[src/rtl/multicycle_controller.sv]
// multicycle_controller: control FSM for a multicycle RV32-style datapath.
// State is registered; datapath selects and strobes are decoded from the
// registered state (FETCH/BEQ strobes also follow mem_ready/zero).
// A wait counter bounds every memory wait; on expiry bus_err pulses and the
// FSM restarts at FETCH.
// Optional feature: define MULTICYCLE_ILLEGAL_TRAP_EN to send illegal opcodes
// to a TRAP state that holds until reset (otherwise they return to FETCH).
module multicycle_controller #(
  parameter int unsigned MEM_TIMEOUT = 16
) (
  input  logic       clk,
  input  logic       rst,
  input  logic [6:0] op,
  input  logic       zero,
  input  logic       mem_ready,
  output logic       pc_write,
  output logic       ir_write,
  output logic       mem_write,
  output logic       reg_write,
  output logic       adr_src,
  output logic [1:0] alu_src_a,
  output logic [1:0] alu_src_b,
  output logic [1:0] result_src,
  output logic [1:0] alu_op,
  output logic       bus_err,
  output logic [3:0] state
);

  localparam int unsigned   CW    = $clog2(MEM_TIMEOUT) + 1;
  localparam logic [CW-1:0] LIMIT = CW'(MEM_TIMEOUT - 1);

  localparam logic [6:0] OP_LOAD   = 7'b0000011;
  localparam logic [6:0] OP_STORE  = 7'b0100011;
  localparam logic [6:0] OP_RTYPE  = 7'b0110011;
  localparam logic [6:0] OP_ITYPE  = 7'b0010011;
  localparam logic [6:0] OP_JAL    = 7'b1101111;
  localparam logic [6:0] OP_BRANCH = 7'b1100011;

  typedef enum logic [3:0] {
    S_FETCH    = 4'd0,
    S_DECODE   = 4'd1,
    S_MEMADR   = 4'd2,
    S_MEMREAD  = 4'd3,
    S_MEMWB    = 4'd4,
    S_MEMWRITE = 4'd5,
    S_EXECR    = 4'd6,
    S_EXECI    = 4'd7,
    S_ALUWB    = 4'd8,
    S_JAL      = 4'd9,
    S_BEQ      = 4'd10
`ifdef MULTICYCLE_ILLEGAL_TRAP_EN
    , S_TRAP   = 4'd11
`endif
  } state_t;

  state_t        state_q;
  state_t        state_d;
  logic [CW-1:0] wait_cnt;
  logic [CW-1:0] wait_cnt_d;
  logic          in_wait;
  logic          timeout;

  // Next-state and wait-counter logic; timeout overrides the normal wait.
  always_comb begin
    state_d    = state_q;
    wait_cnt_d = wait_cnt;
    in_wait    = (state_q == S_FETCH) || (state_q == S_MEMREAD) ||
                 (state_q == S_MEMWRITE);
    timeout    = in_wait && !mem_ready && (wait_cnt == LIMIT);

    case (state_q)
      S_FETCH:    if (mem_ready) state_d = S_DECODE;
      S_DECODE: begin
        case (op)
          OP_LOAD, OP_STORE: state_d = S_MEMADR;
          OP_RTYPE:          state_d = S_EXECR;
          OP_ITYPE:          state_d = S_EXECI;
          OP_JAL:            state_d = S_JAL;
          OP_BRANCH:         state_d = S_BEQ;
`ifdef MULTICYCLE_ILLEGAL_TRAP_EN
          default:           state_d = S_TRAP;
`else
          default:           state_d = S_FETCH;
`endif
        endcase
      end
      S_MEMADR:   state_d = op[5] ? S_MEMWRITE : S_MEMREAD;
      S_MEMREAD:  if (mem_ready) state_d = S_MEMWB;
      S_MEMWB:    state_d = S_FETCH;
      S_MEMWRITE: if (mem_ready) state_d = S_FETCH;
      S_EXECR:    state_d = S_ALUWB;
      S_EXECI:    state_d = S_ALUWB;
      S_ALUWB:    state_d = S_FETCH;
      S_JAL:      state_d = S_ALUWB;
      S_BEQ:      state_d = S_FETCH;
`ifdef MULTICYCLE_ILLEGAL_TRAP_EN
      S_TRAP:     state_d = S_TRAP;
`endif
      default:    state_d = S_FETCH;
    endcase

    if (timeout) state_d = S_FETCH;

    // A timeout from FETCH re-enters FETCH, so it must also clear the count.
    if ((state_d != state_q) || timeout)
      wait_cnt_d = '0;
    else if (in_wait && !mem_ready && (wait_cnt != '1))
      wait_cnt_d = wait_cnt + 1'b1;
  end

  // State and wait-counter registers with synchronous reset.
  always_ff @(posedge clk) begin
    if (rst) begin
      state_q  <= S_FETCH;
      wait_cnt <= '0;
    end else begin
      state_q  <= state_d;
      wait_cnt <= wait_cnt_d;
    end
  end

  // Datapath selects and strobes decoded from the registered state.
  always_comb begin
    pc_write   = 1'b0;
    ir_write   = 1'b0;
    mem_write  = 1'b0;
    reg_write  = 1'b0;
    adr_src    = 1'b0;
    alu_src_a  = 2'b00;
    alu_src_b  = 2'b00;
    result_src = 2'b00;
    alu_op     = 2'b00;
    case (state_q)
      S_FETCH: begin
        alu_src_b  = 2'b10;
        result_src = 2'b10;
        ir_write   = mem_ready;
        pc_write   = mem_ready;
      end
      S_DECODE: begin
        alu_src_a = 2'b01;
        alu_src_b = 2'b01;
      end
      S_MEMADR: begin
        alu_src_a = 2'b10;
        alu_src_b = 2'b01;
      end
      S_MEMREAD: adr_src = 1'b1;
      S_MEMWB: begin
        result_src = 2'b01;
        reg_write  = 1'b1;
      end
      S_MEMWRITE: begin
        adr_src   = 1'b1;
        mem_write = 1'b1;
      end
      S_EXECR: begin
        alu_src_a = 2'b10;
        alu_op    = 2'b10;
      end
      S_EXECI: begin
        alu_src_a = 2'b10;
        alu_src_b = 2'b01;
        alu_op    = 2'b10;
      end
      S_ALUWB: reg_write = 1'b1;
      S_JAL: begin
        alu_src_a = 2'b01;
        alu_src_b = 2'b10;
        pc_write  = 1'b1;
      end
      S_BEQ: begin
        alu_src_a = 2'b10;
        alu_op    = 2'b01;
        pc_write  = zero;
      end
      default: ;
    endcase
  end

  // Reset takes precedence over a coincident timeout.
  assign bus_err = timeout && !rst;
  assign state   = state_q;

endmodule

[config.mk]
export PLATFORM = sky130hd
export DESIGN_NAME = multicycle_controller
export DESIGN_NICKNAME = d
export VERILOG_FILES = /design/src/rtl/multicycle_controller.sv
export SDC_FILE = /design/constraint.sdc
export NUM_CORES = 1
export LEC_CHECK = 0
export ABC_AREA = 0
export BUFFER_PORTS_ARGS = -buffer_cell sky130_fd_sc_hd__buf_2
export CAP_MARGIN = 20
export CORE_MARGIN = 2
export CORE_UTILIZATION = 40
export DETAILED_ROUTE_END_ITERATION = 6
export PLACE_DENSITY_LB_ADDON = 0.25
export SLEW_MARGIN = 20
export SYNTH_ARGS = -nofsm -noshare
export SYNTH_HDL_FRONTEND = slang
export SYNTH_SLANG_ARGS = --single-unit
export TNS_END_PERCENT = 10
[constraint.sdc]
create_clock -name clk -period 2.27 [get_ports clk]
set_clock_uncertainty 0.15 [all_clocks]
set_input_delay 0.454 -clock clk [delete_from_list [all_inputs] [get_ports clk]]
set_output_delay 0.454 -clock clk [all_outputs]
set_load 0.02 [all_outputs]
==> run summary <==
Outcome = completed
Worst Hold Class = primary input to flop
Synth Net Count = 134
Crit start category = flop
Buffers added on ports = 28
Vias = 1007
Worst setup EP type = primary output
Post-synth top area share = 0.203
Net Switching = 123 uW
Final period util = 0.978
H-Tree Depth = 1
WL met1 = 1070 um
Die area = 2610 um2
Initial Util = 0.413
Core area = 2150 um2
Power Dens Cells = 345 nW/um2
First-pass GRT wire length = 3930 um
Layout Nets = 165
Die X = 51.1 um
Maxcap violations = 0
Routed length on met3 = 86 um
Die span in y = 51.1 um
Root buffer cell = clkbuf_4
Cell Area, Synth = 887 um2
Synth Instances = 120
Initial DRC Count = 23
Fillers = 218
Worst EP required = 1.67 ns
Setup violations, final = 0
Arr. time, crit path = 1.62 ns
Ports = 29
CTS tree = yes
Row cnt = 17
Clk_lat worst skew = 0.27 ns
CTS clock-pin slew for the worst setup and hold paths = 0.07 ns
Met2 WL post-DR = 1150 um
WHS Endpoint = state[1]
Yosys top cell by area = dfxtp_1
Clock power frac = 0.327
Worst r2r src = wait_cnt[0]
Crit path kind = flop to primary output
Avg Cell Area, Syn = 7.39 um2
Synth unique cells = 43
Placed cell areas = 1090 um2
Slew Limit Fails = 0
CP max FO = 6
RSZ-0062 raised after global routing = true
Routability cong. = 0.819
Launch point of the worst hold path = rst
Register area share after synthesis = 0.203
Design Area, Final = 1130 um2
Min Tclk post-route = 2.22 ns
Pre-antenna DRT Iters = 4
Yosys warns = 0
FF-to-FF setup slack = 0.07 ns
Count of final hold-check violations = 0
CTS sink cnt = 9
Overflow after GRT = 0
Layout overhead on the synthesized area = 27.9%
P_int = 269 uW
FF+latch count, synth = 9
Via density = 5.66
Max clock buf depth = 2
Number of remaining DRC errors = 0
Sequential share of power = 0.417
Worst-margin pin slew = 0.497 ns
Share of cells above drive strength 1 = 0.340
Number of synthesized flops with an enable pin = 0
Pre-CTS setup slack = -0.0218 ns
Share of async-settable or async-resettable flops after synthesis = 0
Post-route ant nets = 0
Sw frac = 0.313
Comb pwr share = 0.256
Gr usage total = 0.196
Smallest setup slack after layout = 0.0507 ns
Worst R2R End = wait_cnt[3]
WL final = 2330 um
Static Leakage = 0.000484 uW
Ys flop type = dfxtp_1
Reg2reg path depth = 6
N_diodes = 0
Avg WL per Cell = 13.1 um
Relative max-transition margin = 0.669
Vias in the first global route = 877
Top routing layer in use = met4
Antenna violations before repair = 0
Setup TNS = 0 ns
Area contributors post-synth = dfxtp_1 (20%), a211oi_1 (4.2%), ha_1 (4.2%), nand2b_1 (4.2%), nor2_1 (4.2%)
Peak Freq = 451 MHz
Peak VDD IR = 0.276 mV
Final core occ = 0.528
Num CTS Buffers = 3
Worst Setup SP = wait_cnt[0]
Largest net degree at the start of global routing = 18
Hold Path Stages = 2
Half-perimeter wire length after placement = 1780 um
==> cell usage after synthesis, drive strengths merged, types with 3 or more instances <==
cell type and n:
nor2 10, dfxtp 9, a211oi 6, buf 6, inv 6, nand2b 6
nor3 6, nand2 5, nand3 5, o21ai 5, or3 5, a21oi 4
clkbuf 4, o31ai 4, ha 3, nor3b 3
==> registers in the layout, indices dropped and copies added (netlist names) <==
| register | count |
|---|---|
| state | 4 |
| wait_cnt | 5 |
==> power by group through the flow <==
stage / logic, uW / registers (uW) / clock network [uW]
3_5_place_dp: 97.6 / 166 / 0
5_1_grt: 110 / 163 / 140
6_report: 100 / 163 / 128
4_1_cts: 99.6 / 163 / 134
2_1_floorplan: 63.6 / 167 / 0
3_3_place_gp: 95.2 / 166 / 0
==> layout make-up <==
cell class	count	area, um2	share of cell area
flip-flops and latches	9	181	0.160
repair buffers	36	213	0.187
multi-input cells	95	657	0.579
inverters	6	22.5	0.0198
well taps	28	35.0	0.0309
clock buffers	4	26.3	0.0232
==> worst max-delay path by stage <==
| stage | slack, ns | endpoint | cells past startpoint |
|---|---|---|---|
| after floorplan | 0.03 | bus_err | 6 |
| after global routing | -0.02 | bus_err | 5 |
| after global placement | 0.05 | wait_cnt[0] | 7 |
| final | 0.05 | bus_err | 5 |
| after detailed placement | -0.02 | wait_cnt[3] | 6 |
| after CTS | 0.03 | wait_cnt[3] | 6 |
==> cell families (layout without fill, tap and decap cells) <==
group / Yosys count / after routing / synth area share
xor gates and xnor gates: 4 / 4 / 0.0395
AOI/OAI and AO/OA: 34 / 34 / 0.275
and+or+nand+nor: 53 / 53 / 0.343
adders and majority gates: 4 / 4 / 0.0536
buffers and inverters: 16 / 46 / 0.0860
DFF: 9 / 9 / 0.203
==> through the flow <==
step | power [uW] | hold WS (ns) | cells
finish | 392 | 0.279 | 178
global route | 414 | 0.295 | 178
CTS | 396 | 0.276 | 178
detailed placement | 264 | 0.337 | 174
global placement | 261 | 0.336 | 174
floorplan | 231 | 0.306 | 120
==> critical path, stage by stage (launching register included) <==
cell and delay (ns):
dfxtp_2 0.33, ha_1 0.20, and3_1 0.21, ha_1 0.26, and3b_1 0.20, buf_2 0.15
==> routing by layer <==
metal	track usage	up-vias
met1	0.236	475
met2	0.346	22
met4	0.0901	0
met5	0	-
met3	0.0205	4
li1	-	506
==> placed cells by master (no fill, tap or decap), drive strengths merged, types with 3 or more instances in the layout <==
cell     n
clkbuf   4
dfxtp    9
o21ai    5
inv      6
nand2    5
nand2b   6
a211oi   6
nor2    10
nand3    5
o31ai    4
nor3     6
buf     36
or3      5
a21oi    4
ha       3
nor3b    3
==> timing repair <==
| action | CTS | global route |
|---|---|---|
| hold buffers | 0 | 0 |
| endpoints found under the setup margin | 2 | 5 |
| resized for setup | 2 | 4 |
| pin swaps | 0 | 0 |
| buffers inserted | 0 | 0 |
(Power assumes the default switching activity.)
